`config.mk`:
```
export PLATFORM = sky130hd
export DESIGN_NAME = uart_rx
export DESIGN_NICKNAME = d
export VERILOG_FILES = /design/src/rtl/uart_rx.sv
export SDC_FILE = /design/constraint.sdc
export NUM_CORES = 1
export LEC_CHECK = 0
export ABC_AREA = 1
export ABC_CLOCK_PERIOD_IN_PS = 1400
export BUFFER_PORTS_ARGS = -buffer_cell sky130_fd_sc_hd__buf_2
export CELL_PAD_IN_SITES_DETAIL_PLACEMENT = 1
export CELL_PAD_IN_SITES_GLOBAL_PLACEMENT = 2
export CORE_MARGIN = 1
export CORE_UTILIZATION = 32
export DETAILED_ROUTE_END_ITERATION = 10
export PLACE_DENSITY = 0.73
export SYNTH_ARGS = -nofsm -noshare
export SYNTH_HDL_FRONTEND = slang
export SYNTH_SLANG_ARGS = --single-unit
```
`constraint.sdc`:
```
create_clock -name clk -period 1.4 [get_ports clk]
set_clock_uncertainty 0.2 [all_clocks]
set_input_delay 0.07 -clock clk [delete_from_list [all_inputs] [get_ports clk]]
set_output_delay 0.07 -clock clk [all_outputs]
set_load 0.03 [all_outputs]
```
`src/rtl/uart_rx.sv`:
```
// 8N1 UART receiver with mid-bit sampling, single-byte holding register and sticky error flags.
// Define UART_RX_PARITY_EN to receive 8E1 frames and expose parity_err.
module uart_rx #(
  parameter int unsigned CLKS_PER_BIT = 104
) (
  input  logic       clk,
  input  logic       rst,
  input  logic       serial_in,
  input  logic       rd_en,
  output logic [7:0] rx_data,
  output logic       rx_valid,
  output logic       frame_err,
  output logic       overrun,
`ifdef UART_RX_PARITY_EN
  output logic       parity_err,
`endif
  output logic       busy
);

  localparam logic [15:0] LastCnt = 16'(CLKS_PER_BIT - 1);
  localparam logic [15:0] HalfCnt = 16'(CLKS_PER_BIT / 2);

  typedef enum logic [2:0] {
    StIdle,
    StStart,
    StData,
`ifdef UART_RX_PARITY_EN
    StParity,
`endif
    StStop
  } state_e;

  logic [1:0]  sync_q;
  logic        line;
  state_e      state_q, state_d;
  logic [15:0] cnt_q, cnt_d;
  logic [2:0]  idx_q, idx_d;
  logic [7:0]  shift_q, shift_d;
  logic        evt_byte_q, evt_byte_d;
  logic        evt_ferr_q, evt_ferr_d;
  logic [7:0]  rx_data_q, rx_data_d;
  logic        rx_valid_q, rx_valid_d;
  logic        frame_err_q, frame_err_d;
  logic        overrun_q, overrun_d;
`ifdef UART_RX_PARITY_EN
  logic        par_bad_q, par_bad_d;
  logic        evt_perr_q, evt_perr_d;
  logic        parity_err_q, parity_err_d;
`endif

  assign line = sync_q[1];

  // Receive FSM; events are registered at the stop sample and applied one edge later.
  always_comb begin
    state_d    = state_q;
    cnt_d      = cnt_q;
    idx_d      = idx_q;
    shift_d    = shift_q;
    evt_byte_d = 1'b0;
    evt_ferr_d = 1'b0;
`ifdef UART_RX_PARITY_EN
    par_bad_d  = par_bad_q;
    evt_perr_d = 1'b0;
`endif
    case (state_q)
      StIdle: begin
        cnt_d = '0;
        idx_d = '0;
        if (!line) state_d = StStart;
      end
      StStart: begin
        if (cnt_q == HalfCnt) begin
          cnt_d   = '0;
          state_d = line ? StIdle : StData;
        end else begin
          cnt_d = cnt_q + 16'd1;
        end
      end
      StData: begin
        if (cnt_q == LastCnt) begin
          cnt_d   = '0;
          shift_d = {line, shift_q[7:1]};
          idx_d   = idx_q + 3'd1;
          if (idx_q == 3'd7) begin
`ifdef UART_RX_PARITY_EN
            state_d = StParity;
`else
            state_d = StStop;
`endif
          end
        end else begin
          cnt_d = cnt_q + 16'd1;
        end
      end
`ifdef UART_RX_PARITY_EN
      StParity: begin
        if (cnt_q == LastCnt) begin
          cnt_d     = '0;
          par_bad_d = line ^ (^shift_q);
          state_d   = StStop;
        end else begin
          cnt_d = cnt_q + 16'd1;
        end
      end
`endif
      StStop: begin
        if (cnt_q == LastCnt) begin
          cnt_d   = '0;
          state_d = StIdle;
          if (line) begin
`ifdef UART_RX_PARITY_EN
            evt_byte_d = !par_bad_q;
            evt_perr_d = par_bad_q;
`else
            evt_byte_d = 1'b1;
`endif
          end else begin
            evt_ferr_d = 1'b1;
          end
        end else begin
          cnt_d = cnt_q + 16'd1;
        end
      end
      default: state_d = StIdle;
    endcase
  end

  // Holding register: a same-cycle rd_en consumes first, so a load then never overruns.
  always_comb begin
    rx_data_d   = rx_data_q;
    rx_valid_d  = rx_valid_q;
    frame_err_d = frame_err_q;
    overrun_d   = overrun_q;
`ifdef UART_RX_PARITY_EN
    parity_err_d = parity_err_q;
`endif
    if (rd_en) begin
      rx_valid_d  = 1'b0;
      frame_err_d = 1'b0;
      overrun_d   = 1'b0;
`ifdef UART_RX_PARITY_EN
      parity_err_d = 1'b0;
`endif
    end
    if (evt_byte_q) begin
      if (rx_valid_q && !rd_en) begin
        overrun_d = 1'b1;
      end else begin
        rx_data_d  = shift_q;
        rx_valid_d = 1'b1;
      end
    end
    if (evt_ferr_q) frame_err_d = 1'b1;
`ifdef UART_RX_PARITY_EN
    if (evt_perr_q) parity_err_d = 1'b1;
`endif
  end

  always_ff @(posedge clk or negedge rst) begin
    if (!rst) begin
      sync_q      <= 2'b11;
      state_q     <= StIdle;
      cnt_q       <= '0;
      idx_q       <= '0;
      shift_q     <= '0;
      evt_byte_q  <= 1'b0;
      evt_ferr_q  <= 1'b0;
      rx_data_q   <= 8'h00;
      rx_valid_q  <= 1'b0;
      frame_err_q <= 1'b0;
      overrun_q   <= 1'b0;
`ifdef UART_RX_PARITY_EN
      par_bad_q    <= 1'b0;
      evt_perr_q   <= 1'b0;
      parity_err_q <= 1'b0;
`endif
    end else begin
      sync_q      <= {sync_q[0], serial_in};
      state_q     <= state_d;
      cnt_q       <= cnt_d;
      idx_q       <= idx_d;
      shift_q     <= shift_d;
      evt_byte_q  <= evt_byte_d;
      evt_ferr_q  <= evt_ferr_d;
      rx_data_q   <= rx_data_d;
      rx_valid_q  <= rx_valid_d;
      frame_err_q <= frame_err_d;
      overrun_q   <= overrun_d;
`ifdef UART_RX_PARITY_EN
      par_bad_q    <= par_bad_d;
      evt_perr_q   <= evt_perr_d;
      parity_err_q <= parity_err_d;
`endif
    end
  end

  assign rx_data   = rx_data_q;
  assign rx_valid  = rx_valid_q;
  assign frame_err = frame_err_q;
  assign overrun   = overrun_q;
`ifdef UART_RX_PARITY_EN
  assign parity_err = parity_err_q;
`endif
  assign busy      = (state_q != StIdle);

endmodule
```
==> flow_summary.ini <==
[routing]
remaining_drc_errors = 0
drt-total-wl_um = 4840
firstDrtPassIters = 4
viasPerCell = 4.45
ant_nets = 0
avgRoutedWirePerCell_um = 12.9
drtIter0Drc = 58
vias = 1675

[placed_design]
gp_congestion = 0.727
portBuffers = 15
post_dp_cell_area_mm2 = 0.00251
hpwlAfterDp_um = 3430
place_inst = 355

[finish]
multi_input_comb_area_um2 = 926
mostFrequentLayoutCell = nand2_1
nFillCells = 718
fin_nets = 308
n_antenna_cell = 0
seqCellArea_mm2 = 0.00111
syn2layout_area_growth_pct = 44.2
drive_above_1_share_pct = 37.9
instances_no_fill = 376
final_area_mm2 = 0.00290
layout_common_cells = nand2_1 (49), dfrtp_1 (38), buf_4 (34)

[clocking]
clock_sinks = 44
cts_inserted_buffers = 5
cts-root-buf = clkbuf_8
clkLatencyLatePin_ns = 0.30
tritoncts = done
cts_buffer_depth = 2
htree_levels = 2
clk_pin_slew_ns = 0.08

[critical_path]
critPathLaunchType = register
cp_slowest_cell = dfrtp_2
crit_fanout = 4
worstPathArrival_ns = 1.67
worstPathCellList = inv_2 > ha_4 > nand3_2 > nor2_2 > nand2_1 > nand2_2 > nand2_2 > nor2_4 > nand2_1 > nand2_1
end_kind = register
critical-path-max-stage-delay_ns = 0.45
critical_path_class = register to register
worst_ep_required_time_ns = 1.44
critical_path.most_common_cell = nand2_1

[floorplanning]
dieArea_mm2 = 0.00660
rows = 28
io_pins = 16
initial_utilization_pct = 33.6
core_region_area_mm2 = 0.00599
die-width_um = 81.3
die_h_um = 81.3

[global_route]
groute.layer.met1.usage_pct = 21.1
grt_usage_pct = 16.2
grt_overflow = 0
grt_busiest_layer = met2
antenna_found_initial = 0
grtUsageMet3_pct = 3.03
grt_max_degree = 21
use_met2_pct = 27.3
grt_pass1_wl_um = 8120
grt_pass1_vias = 1808

[sta]
rsz0062_at_grt = true
setup_slack_ns = -0.237
slew_violations = 0
setup_viol_count_final = 32
fin_crit_sh_pct = 117
worst_slew_pin_slew_ns = 0.374
fin_hold_ws_ns = 0.0916
maxSlewHeadroom_pct = 75.0
period_needed_ns = 1.64
max_freq_ghz = 0.611
hold_violations = 0

[synth]
yosysTopAreaCell = dfrtp_1
syn_area_mm2 = 0.00201
yosys.area.top_type_share_pct = 52.3
synthAdderAreaFrac_pct = 2.49
synth_top_family_by_area = simple AND/OR/NAND/NOR gates
synth_compound_area_share_pct = 7.97
synth.area.top_cells = dfrtp_1 (52%), nand2_1 (9.9%), nor2_1 (6.9%)
synth.mux.area_fraction_pct = 0
syn_nets = 241
synth_seq_cells = 44
yosys.area_share.xor_xnor_pct = 3.48
yosys_warnings = 0
ys_types = 27
synth.avg_cell_area_um2 = 8.63
yosysSeqAreaShare_pct = 54.9
netlist_instances = 233
synth_simple_gate_area_share_pct = 23.7

[status]
violations = negative setup slack
outcome = finished with violations

[power_and_ir_drop]
power_density_mw_per_mm2 = 792
p_leak_nw = 1.44
ir_drop_mv = 0.438

[job]
maxCapViolations = 0

[min_path]
hp-class = primary input to asynchronous set/reset pin
critical path: cells and delay by family (launching register included):
kind,cells,cell delay [ns]
DFF,1,0.45
buffers and inverters,1,0.09
and+or+nand+nor,8,0.70
adders and majority gates,1,0.13
layout make-up:
class	instances	area share [%]
inverter	36	4.83
sequential	44	38.2
clock buffer	5	2.37
clock inverter	3	1.47
timing repair buffer	62	17.9
tap	75	3.24
multi-input combinational	151	31.9
synth_stat cells:
cell,n
nand2_2,2
inv_2,3
nand2_1,53
xnor2_1,3
o21a_1,2
dfstp_2,2
clkbuf_1,1
inv_1,33
a21o_1,1
nor2_8,1
a21oi_1,5
nor2_2,1
nor3_1,3
o31ai_1,1
nor2_4,1
xor2_1,5
o21ai_2,1
ha_1,4
dfrtp_1,42
nor3_2,1
o21ai_0,18
a31oi_1,1
nand4_1,2
buf_6,1
nand3_1,8
nand2_4,1
nor2_1,37
per-stage QoR:
step | setup slack (ns) | total power, W | setup TNS [ns] | utilization, %
2_1_floorplan | -0.102 | 0.00130 | -1.73 | -
3_3_place_gp | -0.218 | 0.00135 | -5.10 | 41.9
3_5_place_dp | -0.288 | 0.00135 | -6.24 | 41.9
4_1_cts | -0.211 | 0.00233 | -5.10 | 47.0
5_1_grt | -0.344 | 0.00239 | -9.13 | 48.4
6_report | -0.237 | 0.00230 | -5.95 | 48.4
flip-flops by register name (all words and copies together) (netlist names), 2 cells and up:
register and cells:
sync_q 2, state_q 2, idx_q 3, rx_data 8, cnt_q 16, shift_q 8
path summary, 6_finish.rpt:
path	startpoint	end	slack, ns	depth (start not counted)
max in group asynchronous	rst	state_q[1]	0.06	3
min in group clk	sync_q[0]	sync_q[1]	0.16	0
setup / recovery	cnt_q[0]	state_q[1]	-0.24	10
hold reg to reg	sync_q[0]	sync_q[1]	0.16	0
setup reg to reg	cnt_q[0]	state_q[1]	-0.24	10
hold / removal	rst	rx_data[0]	0.09	3
routing by layer:
metal  vias to the layer above  part of all wire (%)  routed length, um
li1                        852                     -                  -
met1                       806                    48               2310
met2                        12                    50               2400
met3                         5                   1.7                 84
met4                         0                  0.95                 46
met5                         -                     0                  0
logic make-up after synthesis:
group / Yosys count
AND/OR/NAND/NOR: 110
flip-flops: 44
buffers and inverters: 38
AO/OA/AOI/OAI: 29
XOR/XNOR: 8
adder cells (fa/ha/maj): 4
repair_timing:
item | CTS | global route
gates cloned | 0 | 1
hold endpoints to repair | 48 | 0
setup endpoints to repair | 32 | 32
setup buffers | 5 | 3
hold buffers | 4 | 0
gates resized for setup | 31 | 12
pin swaps | 7 | 11
power breakdown:
part	switching, W	internal, W	total (W)
Clock	0.000438	0.000528	0.000966
Combinational	0.0000310	0.0000224	0.0000534
Sequential	0.00000292	0.00127	0.00128
Total	0.000472	0.00183	0.00230
No activity file was read; power rests on OpenSTA's default activity.
